### config.mk
export PLATFORM = sky130hd
export DESIGN_NAME = mab_sequencer
export DESIGN_NICKNAME = d
export VERILOG_FILES = /design/src/rtl/mab_pkg.sv /design/src/rtl/mab_wait_counter.sv /design/src/rtl/mab_sequencer.sv
export SDC_FILE = /design/constraint.sdc
export NUM_CORES = 1
export LEC_CHECK = 0
export ABC_AREA = 0
export CORE_MARGIN = 5
export CORE_UTILIZATION = 41
export DETAILED_ROUTE_END_ITERATION = 8
export GPL_TIMING_DRIVEN = 0
export PLACE_DENSITY_LB_ADDON = 0.08
export SETUP_SLACK_MARGIN = 0.15
export SYNTH_ARGS = -nofsm -noshare
export SYNTH_HDL_FRONTEND = slang
export SYNTH_SLANG_ARGS = --single-unit
### constraint.sdc
create_clock -name clk -period 2.3 [get_ports clk]
set_input_delay 0.23 -clock clk [delete_from_list [all_inputs] [get_ports clk]]
set_output_delay 0.23 -clock clk [all_outputs]
set_load 0.03 [all_outputs]
### src/rtl/mab_pkg.sv
// Shared types and constants for the memory-address-bus sequencer.
package mab_pkg;

  typedef enum logic [1:0] {
    IDLE     = 2'd0,
    WAIT_SRC = 2'd1,
    ACCESS   = 2'd2,
    DONE     = 2'd3
  } mab_state_t;

  localparam int SRC_PC   = 0;
  localparam int SRC_SOUT = 1;
  localparam int SRC_CALC = 2;
  localparam int SRC_SP   = 3;
  localparam int SRC_MDB  = 4;

  localparam logic [15:0] MAB_RESET_ADDR = 16'hFFFE;

endpackage

### src/rtl/mab_wait_counter.sv
// Wait-state down-counter: load on ACCESS entry, decrement while enabled, saturate at 0.
// Single-cycle load/decrement; no handshake, o_zero is a pure function of the count.
module mab_wait_counter (
  input  logic       clk,
  input  logic       rst_n,
  input  logic       i_load,
  input  logic [3:0] i_load_val,
  input  logic       i_dec,
  output logic       o_zero
);

  logic [3:0] r_cnt;

  always_ff @(posedge clk or negedge rst_n) begin
    if (!rst_n) begin
      r_cnt <= 4'd0;
    end else if (i_load) begin
      r_cnt <= i_load_val;
    end else if (i_dec && (r_cnt != 4'd0)) begin
      r_cnt <= r_cnt - 4'd1;
    end
  end

  assign o_zero = (r_cnt == 4'd0);

endmodule

### src/rtl/mab_sequencer.sv
// MAB source select + bus-access sequencer; start->mab_valid 1 edge, ->mab_done 2 edges (+waits/mem_ready stall).
// Stalls on src_valid (WAIT_SRC) and mem_ready (ACCESS); MAB_ALIGN_CHECK_EN adds misaligned-word abort.
module mab_sequencer
  import mab_pkg::*;
#(
  parameter int                 ADDR_W      = 16,
  parameter int                 NSRC        = 5,
  parameter int                 SEL_W       = 3,
  parameter int                 WAIT_STATES = 0,
  parameter logic [ADDR_W-1:0]  RESET_ADDR  = ADDR_W'(MAB_RESET_ADDR)
) (
  input  logic                   clk,
  input  logic                   rst_n,
  input  logic [NSRC*ADDR_W-1:0] src_addr,
  input  logic [NSRC-1:0]        src_valid,
  input  logic [SEL_W-1:0]       sel,
  input  logic                   start,
  input  logic                   rw,
  input  logic                   bw,
  input  logic                   mem_ready,
  output logic [ADDR_W-1:0]      mab_addr,
  output logic                   mab_valid,
  output logic                   mab_rw,
  output logic                   mab_bw,
  output logic                   busy,
  output logic                   mab_done,
  output logic                   align_err
);

  mab_state_t        r_state;
  logic [ADDR_W-1:0] r_mab_addr;
  logic              r_mab_valid;
  logic              r_mab_rw;
  logic              r_mab_bw;
  logic              r_busy;
  logic              r_mab_done;
  logic              r_align_err;
  logic [SEL_W-1:0]  r_sel_q;

  logic [ADDR_W-1:0] w_src [NSRC];
  logic [SEL_W-1:0]  w_idle_idx;
  logic [SEL_W-1:0]  w_cur_idx;
  logic              w_cur_bw;
  logic [ADDR_W-1:0] w_raw_addr;
  logic [ADDR_W-1:0] w_bus_addr;
  logic              w_src_ready;
  logic              w_align_fail;
  logic              w_go_access;
  logic              w_cnt_zero;

  for (genvar gi = 0; gi < NSRC; gi++) begin : g_src
    assign w_src[gi] = src_addr[gi*ADDR_W +: ADDR_W];
  end

  // Out-of-range selects fall back to PC.
  assign w_idle_idx = (32'(sel) >= NSRC) ? SEL_W'(SRC_PC) : sel;

  // In IDLE the live request decides; afterwards only the latched copy matters.
  assign w_cur_idx  = (r_state == IDLE) ? w_idle_idx : r_sel_q;
  assign w_cur_bw   = (r_state == IDLE) ? bw : r_mab_bw;
  assign w_raw_addr = w_src[w_cur_idx];
  assign w_bus_addr = w_cur_bw ? w_raw_addr : {w_raw_addr[ADDR_W-1:1], 1'b0};

  assign w_src_ready = (((r_state == IDLE) && start) || (r_state == WAIT_SRC))
                       && src_valid[w_cur_idx];

`ifdef MAB_ALIGN_CHECK_EN
  assign w_align_fail = w_src_ready && !w_cur_bw && w_raw_addr[0];
`else
  assign w_align_fail = 1'b0;
`endif

  assign w_go_access = w_src_ready && !w_align_fail;

  mab_wait_counter u_wait_counter (
    .clk        (clk),
    .rst_n      (rst_n),
    .i_load     (w_go_access),
    .i_load_val (4'(WAIT_STATES)),
    .i_dec      (r_state == ACCESS),
    .o_zero     (w_cnt_zero)
  );

  always_ff @(posedge clk or negedge rst_n) begin
    if (!rst_n) begin
      r_state     <= IDLE;
      r_mab_addr  <= RESET_ADDR;
      r_mab_valid <= 1'b0;
      r_mab_rw    <= 1'b0;
      r_mab_bw    <= 1'b0;
      r_busy      <= 1'b0;
      r_mab_done  <= 1'b0;
      r_align_err <= 1'b0;
      r_sel_q     <= '0;
    end else begin
      r_mab_done  <= 1'b0;
      r_align_err <= 1'b0;
      if ((r_state == IDLE) && start) begin
        r_sel_q  <= w_idle_idx;
        r_mab_rw <= rw;
        r_mab_bw <= bw;
      end
      if (w_go_access) begin
        r_state     <= ACCESS;
        r_mab_addr  <= w_bus_addr;
        r_mab_valid <= 1'b1;
        r_busy      <= 1'b1;
      end else if (w_align_fail) begin
        // Abort without touching the bus: address stays where it was.
        r_state     <= IDLE;
        r_align_err <= 1'b1;
        r_busy      <= 1'b0;
      end else begin
        case (r_state)
          IDLE: begin
            if (start) begin
              r_state    <= WAIT_SRC;
              r_busy     <= 1'b1;
              r_mab_addr <= w_src[SRC_PC];
            end
          end
          WAIT_SRC: begin
            r_mab_addr <= w_src[SRC_PC];
          end
          ACCESS: begin
            if (w_cnt_zero && mem_ready) begin
              r_state     <= DONE;
              r_mab_valid <= 1'b0;
              r_mab_done  <= 1'b1;
            end
          end
          DONE: begin
            r_state <= IDLE;
            r_busy  <= 1'b0;
          end
          default: begin
            r_state <= IDLE;
            r_busy  <= 1'b0;
          end
        endcase
      end
    end
  end

  assign mab_addr  = r_mab_addr;
  assign mab_valid = r_mab_valid;
  assign mab_rw    = r_mab_rw;
  assign mab_bw    = r_mab_bw;
  assign busy      = r_busy;
  assign mab_done  = r_mab_done;
  assign align_err = r_align_err;

endmodule

==> impl_metrics.csv <==
group,metric,value,unit
status,status,"finished with violations",
status,violations,"negative hold slack",
die,die_area,0.00721,mm²
die,ios,116,
power_and_ir_drop,leakage,1.61,nW
sta,layout_setup_ws,0.237,ns
clocking,cts_hold_buf,0,
synthesis,yosysWarningCount,0,
power_and_ir_drop,power_density,1320,mW/mm²
routing,drtIter0Drc,88,
place,place_area,0.00353,mm²
routing,ant_nets,0,
clocking,clk_path_buf_depth,2,
cells_and_area,fin_area,0.00371,mm²
sta,tightest_slew,0.698,ns
synthesis,yosys-top-cells-count,"mux2i_1 (34), mux2_2 (18)",
synthesis,syn_inst,215,
global_routing,first_global_vias,2174,
sta,slew_headroom,53.5,%
routing,drt_pass1_iterations,5,
global_routing,grt_max_degree,31,
clocking,clock_latency,0.29,ns
place,io_buffers,114,
synthesis,synth_area,0.00230,mm²
routing,drc_errors,0,
min_path,min_path_type,"input port to asynchronous set/reset pin",
routing,via_count,2203,
clocking,cts_num_sinks,30,
synthesis,synthTopCellsByArea,"dfstp_2 (17%), dfrtp_1 (16%), mux2i_1 (15%)",
routing,wl_per_cell,17.2,µm
cells_and_area,num_antenna_cells,0,
setup_path,crit_path_cell_trace,"inv_2, ha_4, nand2b_1, nand2_2, buf_6, mux2_1, a222oi_1, mux2i_1",
cells_and_area,areaGrowthSynthToFinish,61.0,%
synthesis,async_reset_ff_share,100,%
sta,final_hold_viol_count,15,
sta,fin_skew,0.00519,ns
synthesis,ys_ff_latch,30,
setup_path,worst-setup-path-type,"flop to flop",
routing,routed_wl,7100,µm
synthesis,syn_area_per_cell,10.7,µm²
die,die_h,84.9,µm
sta,setup_viol,0,
synthesis,syn_nets,315,
setup_path,worstRegToRegCells,8,
sta,worst_hold_slack,-0.0111,ns
clocking,cts_root_buffer,"clkbuf_8",
clocking,clk_pin_slew,0.07,ns
setup_path,cp.required,2.50,ns
sta,rsz0062_at_grt,"yes",
routing,routed_via_density,5.33,
cells_and_area,fin_nets,440,
sta,post-route-period-util,89.7,%
power_and_ir_drop,peakVddDrop,0.658,mV
place,routabilityCongestion,0.767,
place,dp_hpwl,5510,µm
synthesis,ys_types,43,
setup_path,crit_path_top_delay_cell,"dfrtp_1",
clocking,htree_levels,2,
global_routing,grt_overflow,0,
place,pre_cts_ws,-0.00229,ns
die,initial_core_util,42.1,%
flow_run,maxCapViolations,0,
global_routing,antenna_found_initial,0,
synthesis,synthDominantCellAreaShare,17.1,%
clocking,tritoncts,"done",
clocking,cts_buffers,5,
cells_and_area,drive_gt1_share,19.6,%
global_routing,track_usage,19.2,%
setup_path,cp_max_fo,10,
synthesis,synthFlopType,"dfstp_2",
global_routing,grt_first_pass_wirelength,11100,µm
die,die_w,84.9,µm
setup_path,crit_path_end_kind,"flop",
setup_path,crit_arrival,2.27,ns
die,core,0.00547,mm²
sta,finalCriticalPeriod,2.06,ns
setup_path,max_stage_delay,0.41,ns
die,rows,27,
sta,slew_violations,0,
sta,max_freq,485,MHz
synthesis,yosys.area.top_type,"dfstp_2",
synthesis,post-synth-top-count-cell,"mux2i_1",
setup_path,startpoint_type,"flop",
synthesis,ys_seq_area_share,33.4,%
synthesis,synth_edf_count,0,
state kept, by name, summed over array words and instances, names as in the netlist:
name,cells
mab_done,1
mab_rw,1
mab_bw,1
mab_valid,1
r_sel_q,3
busy,1
mab_addr,16
u_wait_counter.r_cnt,4
r_state,2
placed cells by master (no fill, tap or decap), drive strengths merged, types with 4 or more instances in the layout:
cell type      instances
dfstp                 15
o21ai                  9
a21oi                  4
buf                   14
nand2                 16
ha                     6
inv                    9
mux2i                 34
clkdlybuf4s50        113
clkbuf                 8
nand2b                 5
mux2                  33
dfrtp                 15
nand3                  5
a21boi                 4
a222oi                15
power breakdown:
| part | switching (W) | total [W] | internal [W] | leakage, nW |
|---|---|---|---|---|
| registers | 0.000162 | 0.00105 | 0.000889 | 0.344 |
| clock network | 0.000217 | 0.000539 | 0.000322 | 0.0504 |
| logic | 0.00169 | 0.00329 | 0.00161 | 1.22 |
through the flow:
step                hold WS [ns]  std cells  power [W]  setup TNS (ns)  utilization, %
finish                   -0.0111        413    0.00488               0            67.7
detailed placement         0.318        401    0.00426        -0.00229            64.5
global route              0.0345        413    0.00522               0            67.7
CTS                      0.00406        409    0.00487               0            67.1
floorplan                -0.0656        215    0.00328               0               -
global placement           0.467        401    0.00421               0            64.6
critical path: cells and delay by family, from the launching register on:
family / cells / cell delay (ns)
compound gates: 1 / 0.35
fa+ha+maj: 1 / 0.19
buf+inv: 2 / 0.25
flops: 1 / 0.41
mux: 2 / 0.46
simple gates: 2 / 0.32
worst paths after layout:
path / from / to / slack (ns)
setup / recovery: r_state[1] / mab_addr[13] / 0.24
hold / removal: rst_n / mab_rw / -0.01
setup reg to reg: r_state[1] / mab_addr[13] / 0.24
hold reg to reg: mab_valid / mab_valid / 0.49
max in group asynchronous: rst_n / r_state[0] / 1.87
min in group clk: mab_valid / mab_valid / 0.49
area by class of cell:
type / count / area [µm²]
clock buffer: 5 / 68.8
inverter: 9 / 33.8
multi-input combinational: 164 / 1420
tap: 72 / 90.1
clock inverter: 3 / 45.0
timing repair buffer: 118 / 1170
sequential: 30 / 769
fill: 455 / 1770
buffer: 12 / 113
logic make-up after synthesis:
group | share of synthesized area, %
mux | 30.9
simple gates | 11.2
compound gates | 14.3
flops | 33.4
buf+inv | 5.54
fa+ha+maj | 3.26
xor+xnor | 1.14
other cells | 0.163
metal layers:
layer  vias to the layer above  global-route usage [%]  wire (µm)
met4                         0                    5.47         88
met1                      1039                    24.3       3100
met2                        89                    31.9       3390
met5                         -                       0          0
li1                       1067                       -          -
met3                         8                    5.44        523
what timing repair did:
item                                   4_1_cts  5_1_grt
setup endpoints to repair                   15       15
setup buffers                                0        4
endpoints found under the hold margin        0        0
pin swaps                                    0        3
resized for setup                            7        4
No activity file was read; power rests on OpenSTA's default activity.
